### src/rtl/ex_mem_pkg.sv
// Shared types and constants for the EX/MEM pipeline stage.
// Opcodes, control bundle, occupancy states and width defaults.
package ex_mem_pkg;

  localparam int DATA_W_DEF = 64;
  localparam int REG_AW_DEF = 5;

  localparam logic [3:0] ALU_AND = 4'b0000;
  localparam logic [3:0] ALU_OR  = 4'b0001;
  localparam logic [3:0] ALU_ADD = 4'b0010;
  localparam logic [3:0] ALU_DIV = 4'b0011;
  localparam logic [3:0] ALU_SUB = 4'b0110;
  localparam logic [3:0] ALU_MUL = 4'b1000;

  typedef struct packed {
    logic mem_read;
    logic mem_write;
    logic reg_write;
    logic branch;
  } ctrl_t;

  typedef enum logic [1:0] {
    OCC_EMPTY,
    OCC_ONE,
    OCC_TWO
  } occ_e;

  // Only mul and div produce an upper half worth keeping.
  function automatic logic is_hi_op(input logic [3:0] op);
    return (op == ALU_MUL) || (op == ALU_DIV);
  endfunction

endpackage

### src/rtl/ex_mem_skid.sv
// Generic 2-entry skid buffer over a packed payload.
// Registered in_ready; strict FIFO order; flush empties it.
module ex_mem_skid
  import ex_mem_pkg::*;
#(
  parameter int W = 8
) (
  input  logic         clk,
  input  logic         rst_n,
  input  logic         in_valid,
  output logic         in_ready,
  input  logic [W-1:0] in_data,
  input  logic         flush,
  output logic         out_valid,
  input  logic         out_ready,
  output logic [W-1:0] out_data
);

  occ_e         state_q, state_d;
  logic [W-1:0] head_q, head_d;
  logic [W-1:0] skid_q, skid_d;
  logic         in_ready_q;
  logic         acc, pop;

  assign acc       = in_valid & in_ready_q;
  assign pop       = (state_q != OCC_EMPTY) & out_ready;
  assign in_ready  = in_ready_q;
  assign out_valid = (state_q != OCC_EMPTY);
  assign out_data  = head_q;

  always_comb begin
    state_d = state_q;
    head_d  = head_q;
    skid_d  = skid_q;
    if (flush) begin
      state_d = OCC_EMPTY;
    end else begin
      unique case (state_q)
        OCC_EMPTY: begin
          if (acc) begin
            state_d = OCC_ONE;
            head_d  = in_data;
          end
        end
        OCC_ONE: begin
          unique case ({acc, pop})
            2'b10: begin
              state_d = OCC_TWO;
              skid_d  = in_data;
            end
            2'b01: state_d = OCC_EMPTY;
            2'b11: head_d = in_data;
            default: ;
          endcase
        end
        OCC_TWO: begin
          if (pop) begin
            state_d = OCC_ONE;
            head_d  = skid_q;
          end
        end
        default: state_d = OCC_EMPTY;
      endcase
    end
  end

  always_ff @(posedge clk or negedge rst_n) begin
    if (!rst_n) begin
      state_q    <= OCC_EMPTY;
      head_q     <= '0;
      skid_q     <= '0;
      in_ready_q <= 1'b0;
    end else begin
      state_q    <= state_d;
      head_q     <= head_d;
      skid_q     <= skid_d;
      // Looking at next state keeps out_ready off the in_ready path.
      in_ready_q <= (state_d != OCC_TWO);
    end
  end

endmodule

### src/rtl/ex_mem_stage.sv
// EX/MEM stage: skid-buffered ALU results, branch resolve, HI reg.
// Define EX_MEM_FWD_EN to add head-entry forwarding outputs.
module ex_mem_stage
  import ex_mem_pkg::*;
#(
  parameter int DATA_W = DATA_W_DEF,
  parameter int REG_AW = REG_AW_DEF
) (
  input  logic              clk,
  input  logic              reset,
  input  logic              in_valid,
  output logic              in_ready,
  input  logic [DATA_W-1:0] alu_result,
  input  logic [DATA_W-1:0] alu_hi,
  input  logic              alu_zero,
  input  logic [3:0]        alu_opcode,
  input  logic [DATA_W-1:0] store_data,
  input  logic [REG_AW-1:0] rd_addr,
  input  logic              mem_read,
  input  logic              mem_write,
  input  logic              reg_write,
  input  logic              branch,
  input  logic              flush,
  output logic              out_valid,
  input  logic              out_ready,
  output logic [DATA_W-1:0] out_result,
  output logic [DATA_W-1:0] out_store_data,
  output logic [REG_AW-1:0] out_rd_addr,
  output logic              out_mem_read,
  output logic              out_mem_write,
  output logic              out_reg_write,
  output logic              branch_taken,
  output logic [DATA_W-1:0] hi_value
`ifdef EX_MEM_FWD_EN
  ,
  output logic              fwd_valid,
  output logic [REG_AW-1:0] fwd_rd,
  output logic [DATA_W-1:0] fwd_data
`endif
);

  localparam int PW = 2 * DATA_W + REG_AW + 3;

  ctrl_t             ctrl_in;
  logic [PW-1:0]     pay_in, pay_out;
  logic              acc;
  logic              br_q, br_d;
  logic [DATA_W-1:0] hi_q, hi_d;

  assign ctrl_in = {mem_read, mem_write, reg_write, branch};
  assign pay_in  = {alu_result, store_data, rd_addr,
                    ctrl_in.mem_read, ctrl_in.mem_write,
                    ctrl_in.reg_write};

  ex_mem_skid #(
    .W(PW)
  ) u_skid (
    .clk      (clk),
    .rst_n    (reset),
    .in_valid (in_valid),
    .in_ready (in_ready),
    .in_data  (pay_in),
    .flush    (flush),
    .out_valid(out_valid),
    .out_ready(out_ready),
    .out_data (pay_out)
  );

  assign {out_result, out_store_data, out_rd_addr,
          out_mem_read, out_mem_write, out_reg_write} = pay_out;

  assign acc = in_valid & in_ready;

  // A flushed beat never existed: no branch pulse, no HI update.
  always_comb begin
    br_d = acc & ~flush & ctrl_in.branch & alu_zero;
    hi_d = hi_q;
    if (acc && !flush && is_hi_op(alu_opcode)) hi_d = alu_hi;
  end

  always_ff @(posedge clk or negedge reset) begin
    if (!reset) begin
      br_q <= 1'b0;
      hi_q <= '0;
    end else begin
      br_q <= br_d;
      hi_q <= hi_d;
    end
  end

  assign branch_taken = br_q;
  assign hi_value     = hi_q;

`ifdef EX_MEM_FWD_EN
  assign fwd_valid = out_valid & out_reg_write & ~out_mem_read
                   & (out_rd_addr != '0);
  assign fwd_rd    = out_rd_addr;
  assign fwd_data  = out_result;
`endif

endmodule

### config.mk
export PLATFORM = sky130hd
export DESIGN_NAME = ex_mem_stage
export DESIGN_NICKNAME = d
export VERILOG_FILES = /design/src/rtl/ex_mem_pkg.sv /design/src/rtl/ex_mem_skid.sv /design/src/rtl/ex_mem_stage.sv
export SDC_FILE = /design/constraint.sdc
export NUM_CORES = 1
export LEC_CHECK = 0
export BUFFER_PORTS_ARGS = -buffer_cell sky130_fd_sc_hd__buf_4
export CORE_MARGIN = 8
export CORE_UTILIZATION = 25
export DETAILED_ROUTE_END_ITERATION = 16
export GPL_ROUTABILITY_DRIVEN = 0
export PLACE_DENSITY = 0.43
export SLEW_MARGIN = 10
export SYNTH_ARGS = -nofsm -noshare
export SYNTH_HDL_FRONTEND = slang
export SYNTH_HIERARCHICAL = 1
export SYNTH_SLANG_ARGS = --single-unit
### constraint.sdc
create_clock -name clk -period 2.55 [get_ports clk]
set_input_delay 0.51 -clock clk [delete_from_list [all_inputs] [get_ports clk]]
set_output_delay 0.51 -clock clk [all_outputs]
set_load 0.02 [all_outputs]
==> impl_metrics.csv <==
group,metric,value,unit
drt,drtIter0Drc,695,
placed_design,port_buffers,413,
cts,htree_levels,2,
synthesis,synth_edf_count,0,
sta,fin_crit_sh,0.873,
synthesis,syn-instance-count,1413,
cts,ctsHoldBuffers,1,
finish,drive_gt1_frac,0.469,
grt,grt_pass1_wl,82200,um
die,chipHeight,271,um
flow_run,drv_cap,0,
cts,cts_root_buffer,"clkbuf_16",
drt,wire_per_inst,19.7,um
synthesis,ys.warnings.count,6,
worst_setup_path,critPathMaxFanout,25,
cts,clock_latency,570,ps
worst_setup_path,cp_data_required_time,2990,ps
placed_design,dpl.hpwl,36000,um
sta,final_hold_viol_count,0,
drt,routed_via_density,4.48,
die,die_x,271,um
drt,wl,53200,um
die,rows,93,
synthesis,syn_nets,1626,
synthesis,synthArstFlopShare,1.00,
synthesis,ys.flop_type,"dfrtp_1",
sta,min_period,2220,ps
worst_setup_path,worstPathArrival,2660,ps
sta,worstMarginPinSlew,1240,ps
grt,grt_overflow,0,
cts,numCtsBuffers,43,
sta,maxSlewHeadroom,0.172,
worst_hold_path,hold_path.class,"primary input to register",
finish,syn2layout_area_growth,34.7,%
worst_setup_path,cp_slowest_cell,"dfrtp_1",
sta,setup_viol,0,
cts,clockBufferDepth,3,
drt,route.detailed.drc,0,
power,power_density,862,mW/mm^2
worst_setup_path,crit_type,"register to register",
power,ir_drop,0.441,mV
sta,clock_skew,12.4,ps
synthesis,synthDistinctLibCells,30,
worst_setup_path,cp-start-kind,"register",
sta,max_freq,449,MHz
synthesis,syn_area_per_cell,11.5,um^2
synthesis,yosys.area.top_type,"dfrtp_1",
synthesis,synth.top_cell.area_share,0.525,
sta,drv_slew,0,
die,core_area,0.0642,mm^2
die,fp.dieArea,0.0732,mm^2
synthesis,synth_area,0.0162,mm^2
sta,fin_ws,325,ps
worst_setup_path,worst_setup_path_end_kind,"register",
grt,grt_pass1_vias,12928,
cts,postCtsSetupRepairBufs,0,
grt,antenna_found_initial,7,
finish,final_area,0.0218,mm^2
synthesis,ys_top_cells_by_area,"dfrtp_1 (53%), mux2_2 (16%), nand2_1 (9.5%)",
drt,vias,12088,
worst_setup_path,crit_top_cell,"buf_12",
synthesis,ys_seq_area_frac,0.525,
cts,clk_pin_slew_worst_paths,60,ps
placed_design,place_area,0.0204,mm^2
cts,cts_tree,"done",
die,initial_core_util,0.252,
die,ios,414,
grt,grt_max_degree,98,
status,outcome,"complete, no violations",
placed_design,placed_cells,2618,
cts,cts-resized-gates,0,
worst_setup_path,path_cells,"or2_2 -> nand2_1 -> inv_1 -> ha_1 -> a21oi_1 -> a221oi_4 -> buf_12 -> buf_12 -> mux2_4",
finish,nets,2022,
cts,clock-sinks,340,
grt,grt_use_total,0.140,
placed_design,dp_slack,123,ps
sta,final.setup.tns,0,ps
worst_setup_path,cp_slowest_stage_delay,370,ps
finish,fill_cells,6436,
sta,rsz0062_at_grt,"false",
drt,drtPass1Iterations,4,
drt,ant_nets,0,
power,p_leak,10.1,nW
synthesis,ys_ff_latch,340,
finish,fin_cells,2701,
-- Yosys cell counts, drive strengths merged, types with 2 or more instances --
cell type	instances
nor3	64
nand2b	4
inv	66
nor2	2
ha	2
nand4bb	2
mux2	272
nand2	410
o32ai	64
buf	51
clkbuf	58
a221oi	65
dfrtp	340
a21oi	2
nand3b	3
-- through the flow --
stage | total power [W] | util | hold WS (ps)
final | 0.0188 | 0.340 | 139
after floorplan | 0.0104 | - | 214
after global placement | 0.0128 | 0.317 | 453
after CTS | 0.0192 | 0.340 | 82.6
after global routing | 0.0199 | 0.340 | 108
after detailed placement | 0.0129 | 0.317 | 458
-- registers in the layout, indices dropped and copies added (netlist names) --
register and cells:
u_skid/skid_q 136, u_skid/out_data 136, u_skid/state_q 2, hi_value 64, branch_taken 1, u_skid/in_ready 1
-- worst paths after layout --
kind | slack, ps | startpoint | cells after the start | to
setup / recovery | 330 | u_skid/state_q[0] | 9 | u_skid/out_data[80]
hold / removal | 140 | alu_result[34] | 3 | u_skid/skid_q[106]
setup reg to reg | 330 | u_skid/state_q[0] | 9 | u_skid/out_data[80]
hold reg to reg | 470 | u_skid/skid_q[125] | 2 | u_skid/skid_q[125]
max in group asynchronous | 1270 | reset | 3 | u_skid/out_data[92]
min in group asynchronous | 530 | reset | 2 | u_skid/skid_q[120]
-- critical path, delay by kind of cell, from the launching register on --
kind                     cells  cell delay, ps
buffers and inverters        3             440
AND/OR/NAND/NOR              2             420
flip-flops                   1             370
AO/OA/AOI/OAI                2             370
multiplexers                 1             310
adder cells (fa/ha/maj)      1             180
-- kinds of logic (layout without fill, tap and decap cells) --
kind of cell / Yosys count / count (layout) / synth area share
AND/OR/NAND/NOR: 490 / 490 / 0.122
AO/OA/AOI/OAI: 134 / 134 / 0.0955
adder cells (fa/ha/maj): 2 / 2 / 0.00154
flip-flops: 340 / 340 / 0.525
multiplexers: 272 / 272 / 0.198
buffers and inverters: 175 / 602 / 0.0578
other: 0 / 6 / 0
-- placed cells by master, fill, tap and decap left out, types with 2 or more instances in the layout --
master     count
clkinv_8       2
clkinv_2       3
clkbuf_8       8
buf_12        21
nand2_1      410
buf_4        437
mux2_2       232
o32ai_1       64
clkbuf_1      13
nor2_1         2
a221oi_1       4
ha_1           2
dfrtp_1      340
bufinv_16      3
nor3_1        64
diode_2        6
a221oi_2      60
clkbuf_16     43
mux2_4        40
nand4bb_4      2
a21oi_1        2
nand2b_1       2
nand3b_1       3
inv_1         66
-- layout make-up --
class                           count  area (um^2)  share of cell area
Sequential cell                   340         8510               0.390
Clock buffer                       64         1230              0.0566
Clock inverter                     12          185             0.00848
Tap cell                          855         1070              0.0490
Antenna cell                        6         15.0            0.000688
Timing Repair Buffer              460         3730               0.171
Multi-Input combinational cell    898         6840               0.313
Inverter                           66          248              0.0114
-- routing by layer --
metal	up-vias	GRT usage	routed length, um
met5	-	0	13
met4	2	0.0447	1330
met3	72	0.0312	2580
met2	278	0.233	25900
met1	6023	0.180	23400
li1	5713	-	-
-- power breakdown --
| group | switching, W | internal [W] |
|---|---|---|
| combinational | 0.00256 | 0.00242 |
| sequential | 0.000887 | 0.00684 |
| clock | 0.00244 | 0.00368 |
| total | 0.00589 | 0.0129 |
(Power assumes the default switching activity.)
